$ cat config.mk
export PLATFORM = sky130hd
export DESIGN_NAME = regfile_2r1w
export DESIGN_NICKNAME = d
export VERILOG_FILES = /design/src/rtl/regfile_2r1w.sv
export SDC_FILE = /design/constraint.sdc
export NUM_CORES = 1
export LEC_CHECK = 0
export BUFFER_PORTS_ARGS = -buffer_cell sky130_fd_sc_hd__buf_2
export CAP_MARGIN = 40
export CORE_ASPECT_RATIO = 0.75
export CORE_MARGIN = 2
export CORE_UTILIZATION = 51
export CTS_CLUSTER_DIAMETER = 200
export DETAILED_ROUTE_END_ITERATION = 10
export PLACE_DENSITY = 0.8
export SYNTH_ARGS = -nofsm -noshare
export SYNTH_HDL_FRONTEND = slang
export SYNTH_SLANG_ARGS = --single-unit
$ cat constraint.sdc
create_clock -name i_clk -period 13.3 [get_ports i_clk]
set_clock_uncertainty 0.15 [all_clocks]
set_input_delay 2.66 -clock i_clk [delete_from_list [all_inputs] [get_ports i_clk]]
set_output_delay 2.66 -clock i_clk [all_outputs]
set_load 0.01 [all_outputs]
$ cat src/rtl/regfile_2r1w.sv
// Two-read, one-write flop-based register file with registered read ports.
// Optional same-edge write-to-read forwarding is enabled by defining REGFILE_BYPASS_EN.
module regfile_2r1w #(
   parameter int WIDTH    = 16,
   parameter int DEPTH    = 16,
   parameter int ZERO_REG = 1
) (
   input  logic                       i_clk,
   input  logic                       i_rst,
   input  logic                       i_re,
   input  logic [$clog2(DEPTH)-1:0]   i_rs1_addr,
   input  logic [$clog2(DEPTH)-1:0]   i_rs2_addr,
   output logic [WIDTH-1:0]           o_rs1_data,
   output logic [WIDTH-1:0]           o_rs2_data,
   output logic                       o_rs_valid,
   input  logic                       i_we,
   input  logic [$clog2(DEPTH)-1:0]   i_rd_addr,
   input  logic [WIDTH-1:0]           i_rd_data
);

   localparam int AW = $clog2(DEPTH);
   // One extra bit so the range compare never degenerates for power-of-two DEPTH.
   localparam logic [AW:0] LP_DEPTH = (AW+1)'(DEPTH);

   logic [WIDTH-1:0] r_mem [DEPTH];
   logic [WIDTH-1:0] r_rs1_data;
   logic [WIDTH-1:0] r_rs2_data;
   logic             r_rs_valid;

   logic             w_wr_ok;
   logic [WIDTH-1:0] w_rs1_nxt;
   logic [WIDTH-1:0] w_rs2_nxt;

   function automatic logic f_in_range(input logic [AW-1:0] addr);
      return ({1'b0, addr} < LP_DEPTH);
   endfunction

   function automatic logic f_is_zero_reg(input logic [AW-1:0] addr);
      return (ZERO_REG != 0) && (addr == '0);
   endfunction

   function automatic logic [WIDTH-1:0] f_read(input logic [AW-1:0] addr);
      logic [WIDTH-1:0] v;
      v = '0;
      if (f_in_range(addr) && !f_is_zero_reg(addr))
         v = r_mem[addr];
      return v;
   endfunction

   assign w_wr_ok = i_we && f_in_range(i_rd_addr) && !f_is_zero_reg(i_rd_addr);

   always_comb begin
      w_rs1_nxt = f_read(i_rs1_addr);
      w_rs2_nxt = f_read(i_rs2_addr);
`ifdef REGFILE_BYPASS_EN
      // w_wr_ok already excludes zero-reg and out-of-range targets, so they win over forwarding.
      if (w_wr_ok && (i_rs1_addr == i_rd_addr))
         w_rs1_nxt = i_rd_data;
      if (w_wr_ok && (i_rs2_addr == i_rd_addr))
         w_rs2_nxt = i_rd_data;
`endif
   end

   // Storage
   always_ff @(posedge i_clk or posedge i_rst) begin
      if (i_rst) begin
         for (int i = 0; i < DEPTH; i++)
            r_mem[i] <= '0;
      end else if (w_wr_ok) begin
         r_mem[i_rd_addr] <= i_rd_data;
      end
   end

   // Read output registers
   always_ff @(posedge i_clk or posedge i_rst) begin
      if (i_rst) begin
         r_rs1_data <= '0;
         r_rs2_data <= '0;
         r_rs_valid <= 1'b0;
      end else begin
         r_rs_valid <= i_re;
         if (i_re) begin
            r_rs1_data <= w_rs1_nxt;
            r_rs2_data <= w_rs2_nxt;
         end
      end
   end

   assign o_rs1_data = r_rs1_data;
   assign o_rs2_data = r_rs2_data;
   assign o_rs_valid = r_rs_valid;

endmodule

======== Word level (Yosys, flattened, before mapping) ========
Index checks and enable logic that the tools add are counted.
cells by class
  magnitude comparators ................... 4
  multiplexer cells ....................... 11
  bitwise gates (word level) .............. 3
  reduce and logical (&&, ||, !) cells .... 6
operators with widths
  cell                                                count
  bitwise mux 256 bit                                 1
  binary-select mux 16 bit (select 4 bit)             2
  two-way mux 16 bit                                  7
  demux 16 bit (select 4 bit)                         1
  >= comparator 5 bit, second input constant          3
  inverter 4 -> 5 bit                                 3
  zero test 4 bit                                     3
  < comparator 5 x 1 -> 1 bit, second input constant  1
  logical AND 1 bit                                   2
  zero test 1 bit                                     1
word-level totals
  register bits after elaboration ......... 289
  input port bits ......................... 32
  output and inout port bits .............. 33
  logic and storage cells ................. 43

======== Longest topological paths before layout ========
  word-level depth ........................ 6
  depth in mapped cells ................... 7
  gate-level depth less buffers ........... 4

======== Worst setup path after synthesis ========
No wires, ideal clock.
  path type ............................... input port to flip-flop
  start ................................... input port i_rs1_addr[2]
  end ..................................... register r_rs1_data[11] (netlist: o_rs1_data[11])
  data arrival time ....................... 3.888 ns
  required time ........................... 13.026 ns
  setup slack ............................. 9.138 ns
  stages on the path ...................... 7
  cell sequence ........................... buf_4 > buf_6 > buf_2 > mux4_2 > mux2i_1 > nor2_1 > a211o_1
between the ends
  longest elaborated chain between the ends .. 5
  elaborated cells between the ends (all ways) .. 6
RTL lines
  element                                                 RTL line  text
  start, declared                                         11        input logic [$clog2(DEPTH)-1:0] i_rs1_addr,
  inverter 4 -> 5 bit (not written as such)               46        v = r_mem[addr];
  binary-select mux 16 bit (select 4 bit)                 46
  two-way mux 16 bit (not written as such) (2 in series)  46
  two-way mux 16 bit *                                    45        if (f_in_range(addr) && !f_is_zero_reg(addr))
  end signal, assigned                                    83        r_rs1_data <= w_rs1_nxt;
  end, declared                                           26        logic [WIDTH-1:0] r_rs1_data;
Every way passes the cells marked *; elsewhere a longest branch is shown, timed or not. The select of a mux whose other input is x is not followed.
A chain may end at the register's enable or synchronous reset.

======== Final worst setup path ========
  start ................................... input port i_rs2_addr[2]
  end ..................................... register r_rs2_data[9] (netlist: o_rs2_data[9])
between the ends
  longest elaborated chain between the ends .. 5
  elaborated cells between the ends (all ways) .. 6
RTL lines
  element                                                 RTL line  text
  start, declared                                         12        input logic [$clog2(DEPTH)-1:0] i_rs2_addr,
  inverter 4 -> 5 bit (not written as such)               46
  binary-select mux 16 bit (select 4 bit)                 46
  two-way mux 16 bit (not written as such) (2 in series)  46
  two-way mux 16 bit *                                    45
  end signal, assigned                                    84        r_rs2_data <= w_rs2_nxt;
  end, declared                                           27        logic [WIDTH-1:0] r_rs2_data;
Marked as above.

==> run summary <==
## Outcome
* **status** complete, no violations

## CTS
* **cell chosen for the clock root** clkbuf_16
* **count of instances resized after the clock tree is built** 0
* **Clock Tree Buf Depth** 3
* **number of clock sinks** 288
* **CTS buffer count** 29
* **number of H-tree branching levels** 1
* **buffers inserted during post-CTS setup optimization** 0
* **TritonCTS clock tree** yes
* **clock slew seen by the registers of the worst setup and hold paths** 0.06 ns
* **CTS hold repair buffers** 0
* **latest clock arrival within the worst-skew pair** 0.55 ns

## Routing
* **Total Routed Length** 38.67 mm
* **vias after detailed routing** 9633
* **initial DRC count** 924
* **detail-routed via count per cell** 6.540
* **remaining number of nets flagged by the antenna check after routing** 0
* **# DRC** 0
* **number of detailed-routing iterations run before antenna repair** 5
* **average routed wire per standard cell** 26.25 µm

## Synthesis
* **synthesized instance count** 1050
* **number of synthesized register bits** 288
* **cell types occupying the most area after synthesis** dfrtp_1, mux2_2, mux4_2
* **share of the synthesized area in the top cell type** 48.76%
* **count of different cell masters after synthesis** 27
* **number of synthesized flops with an enable pin** 0
* **Yosys Warn Count** 0
* **sequential cell area fraction in the yosys report** 48.76%
* **cell taking the most area after synthesis** dfrtp_1
* **Synth Flop Type** dfrtp_1
* **netlist area before placement** 14780 µm²
* **synthesized area per cell** 14.08 µm²
* **proportion of synthesized flip-flops having asynchronous set or reset** 100.0%
* **post-synth net total** 1082

## Setup path
* **slowest cell on the critical path** buf_4
* **Largest stage delay, worst path** 0.76 ns
* **Crit path top cell by count** buf_4
* **CP Launch Type** primary input
* **critical path class** primary input to register
* **list of cells traversed by the critical path** buf_4, buf_4, mux2_2, o22ai_1, a2111oi_0, a211o_1
* **CP delay by family, top** buffers and inverters
* **Max FO, Critical Path** 59
* **data arrival time of the critical path** 5.27 ns
* **CP required** 13.63 ns
* **CP bufs+invs** 2
* **category of the worst setup path capture point** register

## Run
* **number of max-cap violations** 0

## Finish
* **commonest cells after routing, fill and taps aside** mux2_2, dfrtp_1, mux4_2
* **fraction of layout instances using a drive strength above 1** 47.01%
* **Final #Nets** 1101
* **final cell count without fillers** 1473
* **commonest non-fill, non-tap cell in the layout** mux2_2
* **growth of design area from synthesis to finish** 10.37%

## GRT
* **overall fraction of global-route tracks in use** 25.66%
* **pin count of the biggest net entering global routing** 177
* **overall overflow remaining after global route** 0
* **global-route wire length before repair** 59.47 mm
* **antenna violations before repair** 1
* **number of global-route vias before repair** 9655

## Timing
* **relative slew slack** 34.11%
* **maximum clock rate** 0.2022 GHz
* **final period demand of the worst path** 4.946 ns
* **number of hold violations in the final report** 0
* **Max Slew Vio Count** 0
* **Setup Viol. Count Final** 0
* **actual slew at the worst max-slew pin** 0.9883 ns
* **total negative setup slack** 0 ns
* **unrepaired setup endpoints after global routing** no
* **final worst-path cycle share** 37.19%

## Power and ir drop
* **Peak supply drop** 97.36 µV
* **power density relative to cell area** 156.9 nW/µm²
* **post-layout total power** 0.002559 W
* **leakage** 7.101 nW

## Floorplan
* **overall die height** 151.4 µm
* **Die Wd** 200.6 µm
* **Placeable Area** 28250 µm²
* **overall die area** 30370 µm²
* **row cnt** 53
* **Initial Utilization** 52.32%
* **count of pins on the block boundary** 65

## Placed design
* **count of port buffers added during placement** 64
* **half-perimeter wire length of the detailed placement result** 23.78 mm
* **total placed cells including tap cells** 1423
* **final weighted congestion in routability-driven placement** 0.8073

## Worst hold path
* **worst min path class** register to register

[cell families after synthesis]
kind of cell           share of synthesized area, %
buffers and inverters                         3.623
AOI/OAI and AO/OA                             6.958
DFF                                           48.76
muxes                                         37.26
and+or+nand+nor                               3.395
[final timing paths]
check,to,from,slack [ns],cells past startpoint
worst max-delay path,o_rs2_data[9],i_rs2_addr[2],8.35,6
worst min-delay path,r_mem[245],r_mem[245],0.24,0
worst max register to register,o_rs2_data[13],r_mem[237],11.45,4
worst min register to register,r_mem[245],r_mem[245],0.24,0
max in group asynchronous,r_mem[76],i_rst,9.52,3
min in group asynchronous,r_mem[161],i_rst,2.09,2
[state kept, by name (all words and copies together) (netlist names)]
name and flops:
r_mem 255, o_rs_valid 1, o_rs2_data 16, o_rs1_data 16
[report_power, final]
part	internal [W]	switching, W	total, W
clock	0.000470	0.000338	0.000808
combinational	0.000315	0.000221	0.000536
sequential	0.00107	0.000148	0.00121
total	0.00185	0.000708	0.00256
[synthesized netlist by cell type, types with 3 or more instances]
master,number
buf_6,7
buf_4,7
mux2_2,300
buf_2,47
nand3b_1,3
mux2i_1,62
a211oi_1,30
nand2b_1,9
nor2b_1,34
clkbuf_1,43
nand2_1,5
mux4_2,66
dfrtp_1,288
a211o_1,30
o22ai_1,30
a2111oi_0,30
or3_1,3
nor2_1,41
[per-layer routing]
| metal | part of all wire, % | wire length [µm] | GRT usage, % | vias up |
|---|---|---|---|---|
| met1 | 43 | 16600 | 36.44 | 5075 |
| met3 | 7.3 | 2824 | 4.002 | 86 |
| met5 | 0 | 0 | 0 | - |
| li1 | - | - | - | 4030 |
| met2 | 47 | 18050 | 40.90 | 442 |
| met4 | 3.1 | 1197 | 8.481 | 0 |
[final cells by class]
| type | count | area (µm²) |
|---|---|---|
| sequential | 288 | 7207 |
| tap | 385 | 481.7 |
| timing repair buffer | 92 | 624.3 |
| antenna | 1 | 2.502 |
| fill | 2254 | 11940 |
| multi-input combinational | 656 | 7056 |
| clock inverter | 8 | 96.34 |
| clock buffer | 41 | 830.8 |
| inverter | 2 | 15.01 |
[metrics by stage]
step / setup slack (ns) / instance area, µm² / hold WS [ns] / utilization, %
3_3_place_gp: 7.885 / 15240 / 0.2272 / 53.95
2_1_floorplan: 2.541 / 14780 / 0.2913 / -
5_1_grt: 8.211 / 16310 / 0.2585 / 57.75
4_1_cts: 8.433 / 16310 / 0.2483 / 57.74
6_report: 8.354 / 16310 / 0.2447 / 57.75
3_5_place_dp: 7.845 / 15380 / 0.2342 / 54.46
(Power assumes the default switching activity.)
